`config.mk`:
```
export PLATFORM = sky130hd
export DESIGN_NAME = mult_booth
export DESIGN_NICKNAME = d
export VERILOG_FILES = /design/src/rtl/mult_booth.sv
export SDC_FILE = /design/constraint.sdc
export NUM_CORES = 1
export LEC_CHECK = 0
export BUFFER_PORTS_ARGS = -buffer_cell sky130_fd_sc_hd__buf_2
export CORE_MARGIN = 10
export CORE_UTILIZATION = 50
export DETAILED_ROUTE_END_ITERATION = 6
export GPL_TIMING_DRIVEN = 1
export PLACE_DENSITY = 0.78
export SLEW_MARGIN = 20
export SYNTH_ARGS = -nofsm -noshare
export SYNTH_HDL_FRONTEND = slang
export SYNTH_SLANG_ARGS = --single-unit
```
`constraint.sdc`:
```
create_clock -name clock -period 4.6 [get_ports clock]
set_clock_uncertainty 0.2 [all_clocks]
set_input_delay 0.23 -clock clock [delete_from_list [all_inputs] [get_ports clock]]
set_output_delay 0.23 -clock clock [all_outputs]
set_load 0.03 [all_outputs]
```
`src/rtl/mult_booth.sv`:
```
// mult_booth -- sequential signed 32x32 Booth multiplier (multdiv unit).
//
// A one-cycle ctrl_MULT pulse in IDLE or DONE samples both operands. The
// product register {ACC, Q, q-1} then takes one add/subtract plus arithmetic
// right shift per clock. The low product word, an overflow flag and a
// one-cycle ready strobe come out registered.
//
// Ports:
//   clock           rising-edge clock
//   reset           asynchronous, active-high; clears all state
//   data_operandA   multiplicand, two's complement (sampled at start)
//   data_operandB   multiplier, two's complement (sampled at start)
//   ctrl_MULT       start pulse; ignored while an operation is running
//   data_result     product bits [31:0], held until the next completion
//   data_exception  product does not fit in signed 32 bits
//   data_resultRDY  one-cycle strobe, result valid
//
// Build option: define MULT_RADIX4_EN for radix-4 (modified Booth) recoding.
// That build has 16 steps instead of 32 and gives bit-identical results.
module mult_booth (
  input  logic        clock,
  input  logic        reset,
  input  logic [31:0] data_operandA,
  input  logic [31:0] data_operandB,
  input  logic        ctrl_MULT,
  output logic [31:0] data_result,
  output logic        data_exception,
  output logic        data_resultRDY
);

`ifdef MULT_RADIX4_EN
  // Two guard bits so that +/-2M with M = -2^31 still fits the accumulator.
  localparam int         ACC_W    = 34;
  localparam logic [4:0] CNT_LAST = 5'd15;
`else
  // One guard bit so that -M with M = -2^31 still fits the accumulator.
  localparam int         ACC_W    = 33;
  localparam logic [4:0] CNT_LAST = 5'd31;
`endif
  localparam int P_W = ACC_W + 33;

  localparam logic [1:0] IDLE = 2'd0;
  localparam logic [1:0] RUN  = 2'd1;
  localparam logic [1:0] DONE = 2'd2;

  logic [1:0]              state;
  logic [4:0]              count;
  logic signed [ACC_W-1:0] m;
  logic signed [P_W-1:0]   p;
  logic signed [P_W-1:0]   p_next;

  // One Booth iteration on {ACC, Q, q-1}: recode, add/subtract into ACC,
  // then shift the whole register right with the ACC sign replicated.
  function automatic logic signed [P_W-1:0] booth_step(
    input logic signed [P_W-1:0]   pin,
    input logic signed [ACC_W-1:0] mult
  );
    logic signed [ACC_W-1:0] acc;
    acc = pin[P_W-1 -: ACC_W];
`ifdef MULT_RADIX4_EN
    case (pin[2:0])
      3'b001, 3'b010: acc = acc + mult;
      3'b011:         acc = acc + (mult <<< 1);
      3'b100:         acc = acc - (mult <<< 1);
      3'b101, 3'b110: acc = acc - mult;
      default:        acc = acc;
    endcase
    return $signed({acc, pin[32:0]}) >>> 2;
`else
    case (pin[1:0])
      2'b01:   acc = acc + mult;
      2'b10:   acc = acc - mult;
      default: acc = acc;
    endcase
    return $signed({acc, pin[32:0]}) >>> 1;
`endif
  endfunction

  always_comb begin
    p_next = booth_step(p, m);
  end

  always_ff @(posedge clock or posedge reset) begin
    if (reset) begin
      state          <= IDLE;
      count          <= 5'd0;
      m              <= '0;
      p              <= '0;
      data_result    <= 32'd0;
      data_exception <= 1'b0;
      data_resultRDY <= 1'b0;
    end else begin
      data_resultRDY <= 1'b0;
      case (state)
        IDLE, DONE: begin
          if (ctrl_MULT) begin
            m     <= {{(ACC_W-32){data_operandA[31]}}, data_operandA};
            p     <= {{ACC_W{1'b0}}, data_operandB, 1'b0};
            count <= 5'd0;
            state <= RUN;
          end else begin
            state <= IDLE;
          end
        end
        RUN: begin
          p     <= p_next;
          count <= count + 5'd1;
          if (count == CNT_LAST) begin
            // Final product {ACC[31:0], Q}; overflow when the high word
            // is not just the sign extension of the low word.
            state          <= DONE;
            data_result    <= p_next[32:1];
            data_exception <= (p_next[64:33] != {32{p_next[32]}});
            data_resultRDY <= 1'b1;
          end
        end
        default: state <= IDLE;
      endcase
    end
  end

endmodule

```
==> run metrics <==
PortBufs=100; first drt pass iteration count=5; DRC Markers=0; Tmin final=4790 ps; Syn Inst Count=933; asr flop ratio synth=100%; critical path peak fanout=6; max_cap viols=0; syn_area_per_cell=8.89 sq um; Slew @ Worst Pin=993 ps; Worst path most repeated cell=xnor2_1; Worst Path Arrival=4890 ps; initial drt markers=745; status=finished with violations; Post-Route WL=25.9 mm; Row Count=47; hold crit path type=in2reg; clk slew on worst S/H paths=70 ps; Hold WS=120 ps; Skew-Pair Late Insertion Delay=430 ps; Relative slew margins=33.8%; CP Cell Sequence=nor4_4, buf_4, and4b_1, a21oi_1, xnor2_1, ha_1, a21oi_2, nand2_1, a221o_1, or2_1, a311o_1, a31oi_1, xnor2_1, mux2i_2, nand4b_1, a221oi_4, a2bb2oi_1; Initial Utilization=50.6%; synth-to-layout area growth=31.6%; critical path required time=4700 ps; final hold vios=0; grt ovf=0; Slew Limit Fails=0; Clock Path Buffers=2; total track usage=23.2%; CP Class=reg2reg; Total Nets Final=1,250; failing checks=setup timing; syn_nets=1,037; drt via density=5.82; Crit. End Element=flip-flop; startpoint types=flip-flop; IO Pins=101; DRT antenna net count=0; critical path's slowest cell=dfrtp_1; antenna violations before repair=1; DR vias=8,026; post-DP HPWL=16.4 mm; Root Driver=clkbuf_16; H-tree depth=4; Die X=149 um; YS warnings=0; cell area after layout=0.0109 sq mm; Post-Syn Area=0.00830 sq mm; TritonCTS buffer count=17; placed instance area=0.00948 sq mm; CTS tree=done; Setup WS post-layout=-192 ps; layout cell share with drive strength beyond 1=24.8%; die area=0.0221 sq mm; post-synthesis sequential area ratio=41.6%; Routed WL per cell=18.8 um; crit share post-route=104%; Final setup viols=1; Synth Flop Type=dfrtp_1; Netlist cell types=69; die height=149 um; Core ar.=0.0164 sq mm; critical path's largest stage delay=400 ps; RSZ-0062 raised after global routing=true; Sink Count=138; Post-synth EDFFs=0; post-synthesis register bit count=138; first-pass GRT wire length=41.8 mm; fmax=0.209 GHz; pin count of the biggest net entering global routing=107; Final GP Congestion=0.956; vias in the first global route=8,102
## routing by layer
layer  wire [um]  share of wire (%)  global-route usage [%]
met5           0                  0                       0
met4         751                2.9                    9.22
met3        1860                7.2                    4.67
met2       12800                 49                    39.1
met1       10500                 40                    28.6
## cell type report
class | count | area (sq um)
multi-input combinational | 727 | 4760
sequential | 138 | 3450
clock inverter | 13 | 159
fill | 1153 | 5490
clock buffer | 19 | 453
tap | 220 | 275
antenna | 1 | 2.50
inverter | 19 | 76.3
timing repair buffer | 243 | 1740
## synth_stat cells, drive strengths merged, types with 2 or more instances
library cell / number / area (sq um)
dfrtp: 138 / 3450
a21boi: 2 / 15.0
nand2: 222 / 833
nor2: 45 / 169
nand4: 10 / 62.6
o211ai: 3 / 22.5
o21bai: 4 / 30.0
and4b: 2 / 20.0
a22oi: 33 / 248
nand2b: 11 / 68.8
a22o: 15 / 131
a21oi: 49 / 249
nor3: 15 / 75.1
o21a: 5 / 37.5
a211oi: 5 / 42.5
or4: 5 / 41.3
o31ai: 4 / 30.0
or3: 2 / 12.5
nand3: 11 / 60.1
clkbuf: 43 / 161
mux2i: 13 / 130
mux2: 35 / 394
a31oi: 8 / 50.1
and4: 4 / 37.5
and2: 4 / 25.0
or2: 3 / 18.8
o21ai: 67 / 335
a41oi: 2 / 17.5
a221oi: 2 / 23.8
nor4: 10 / 96.4
a21o: 13 / 97.6
xnor2: 42 / 368
and3: 3 / 18.8
nor2b: 8 / 50.1
ha: 36 / 450
nor3b: 2 / 15.0
buf: 6 / 30.0
o2111ai: 3 / 26.3
inv: 19 / 71.3
xor2: 13 / 114
## stage by stage
step	worst slack [ps]	TNS, ps	instances	utilization (%)
CTS	13.1	0	1378	66.1
global route	-337	-363	1380	66.5
global placement	57.0	0	1279	57.8
floorplan	45.4	0	933	-
finish	-192	-192	1380	66.5
detailed placement	-226	-226	1279	57.8
## kinds of logic after synthesis
group / count (synthesis) / share of synthesized area [%]
AND/OR/NAND/NOR: 360 / 19.7
AO/OA/AOI/OAI: 227 / 17.7
flip-flops: 138 / 41.6
buffers and inverters: 68 / 3.17
XOR/XNOR: 55 / 5.81
multiplexers: 48 / 6.32
adder cells (fa/ha/maj): 37 / 5.67
## what timing repair did
item,4_1_cts,5_1_grt
buffers inserted,2,1
pin swaps,11,4
endpoints found under the hold margin,169,0
gates resized for setup,23,14
hold buffers,65,0
endpoints found under the setup margin,1,5
## critical path, delay by kind of cell (launching register included)
family | cells | cell delay (ps)
flip-flops | 1 | 400
XOR/XNOR | 2 | 390
adder cells (fa/ha/maj) | 1 | 360
buffers and inverters | 1 | 190
multiplexers | 1 | 280
AND/OR/NAND/NOR | 5 | 1100
AO/OA/AOI/OAI | 7 | 1770
## registers in the layout, indices dropped and copies added, names as in the netlist
signal	flops
count	5
data_result	32
m	32
p	65
state	2
data_resultRDY	1
data_exception	1
## placed cells by master (no fill, tap or decap), types with 15 or more instances in the layout
master	n
buf_4	78
nand2_1	221
dfrtp_1	138
clkbuf_16	17
xnor2_1	41
a22o_1	15
a21oi_1	44
inv_1	17
mux2_2	35
buf_2	100
ha_1	36
a22oi_1	32
nor2_1	41
o21ai_0	57
dlygate4sd3_1	65
## path summary, 6_finish.rpt
kind,slack (ps),cells after the start,end,start
min in group asynchronous,360,3,m[2]$_DFFE_PP0P_,reset
setup reg to reg,-190,17,data_exception$_DFFE_PP0P_,m[5]$_DFFE_PP0P_
hold / removal,120,5,p[1]$_DFFE_PP0P_,ctrl_MULT
hold reg to reg,290,1,count[3]$_DFFE_PP0P_,count[3]$_DFFE_PP0P_
setup / recovery,-190,17,data_exception$_DFFE_PP0P_,m[5]$_DFFE_PP0P_
max in group asynchronous,2810,4,p[16]$_DFFE_PP0P_,reset
Power is left out: the tool's default activity adds up to more than one toggle a clock period on the data nets, which glitch-free logic cannot reach.
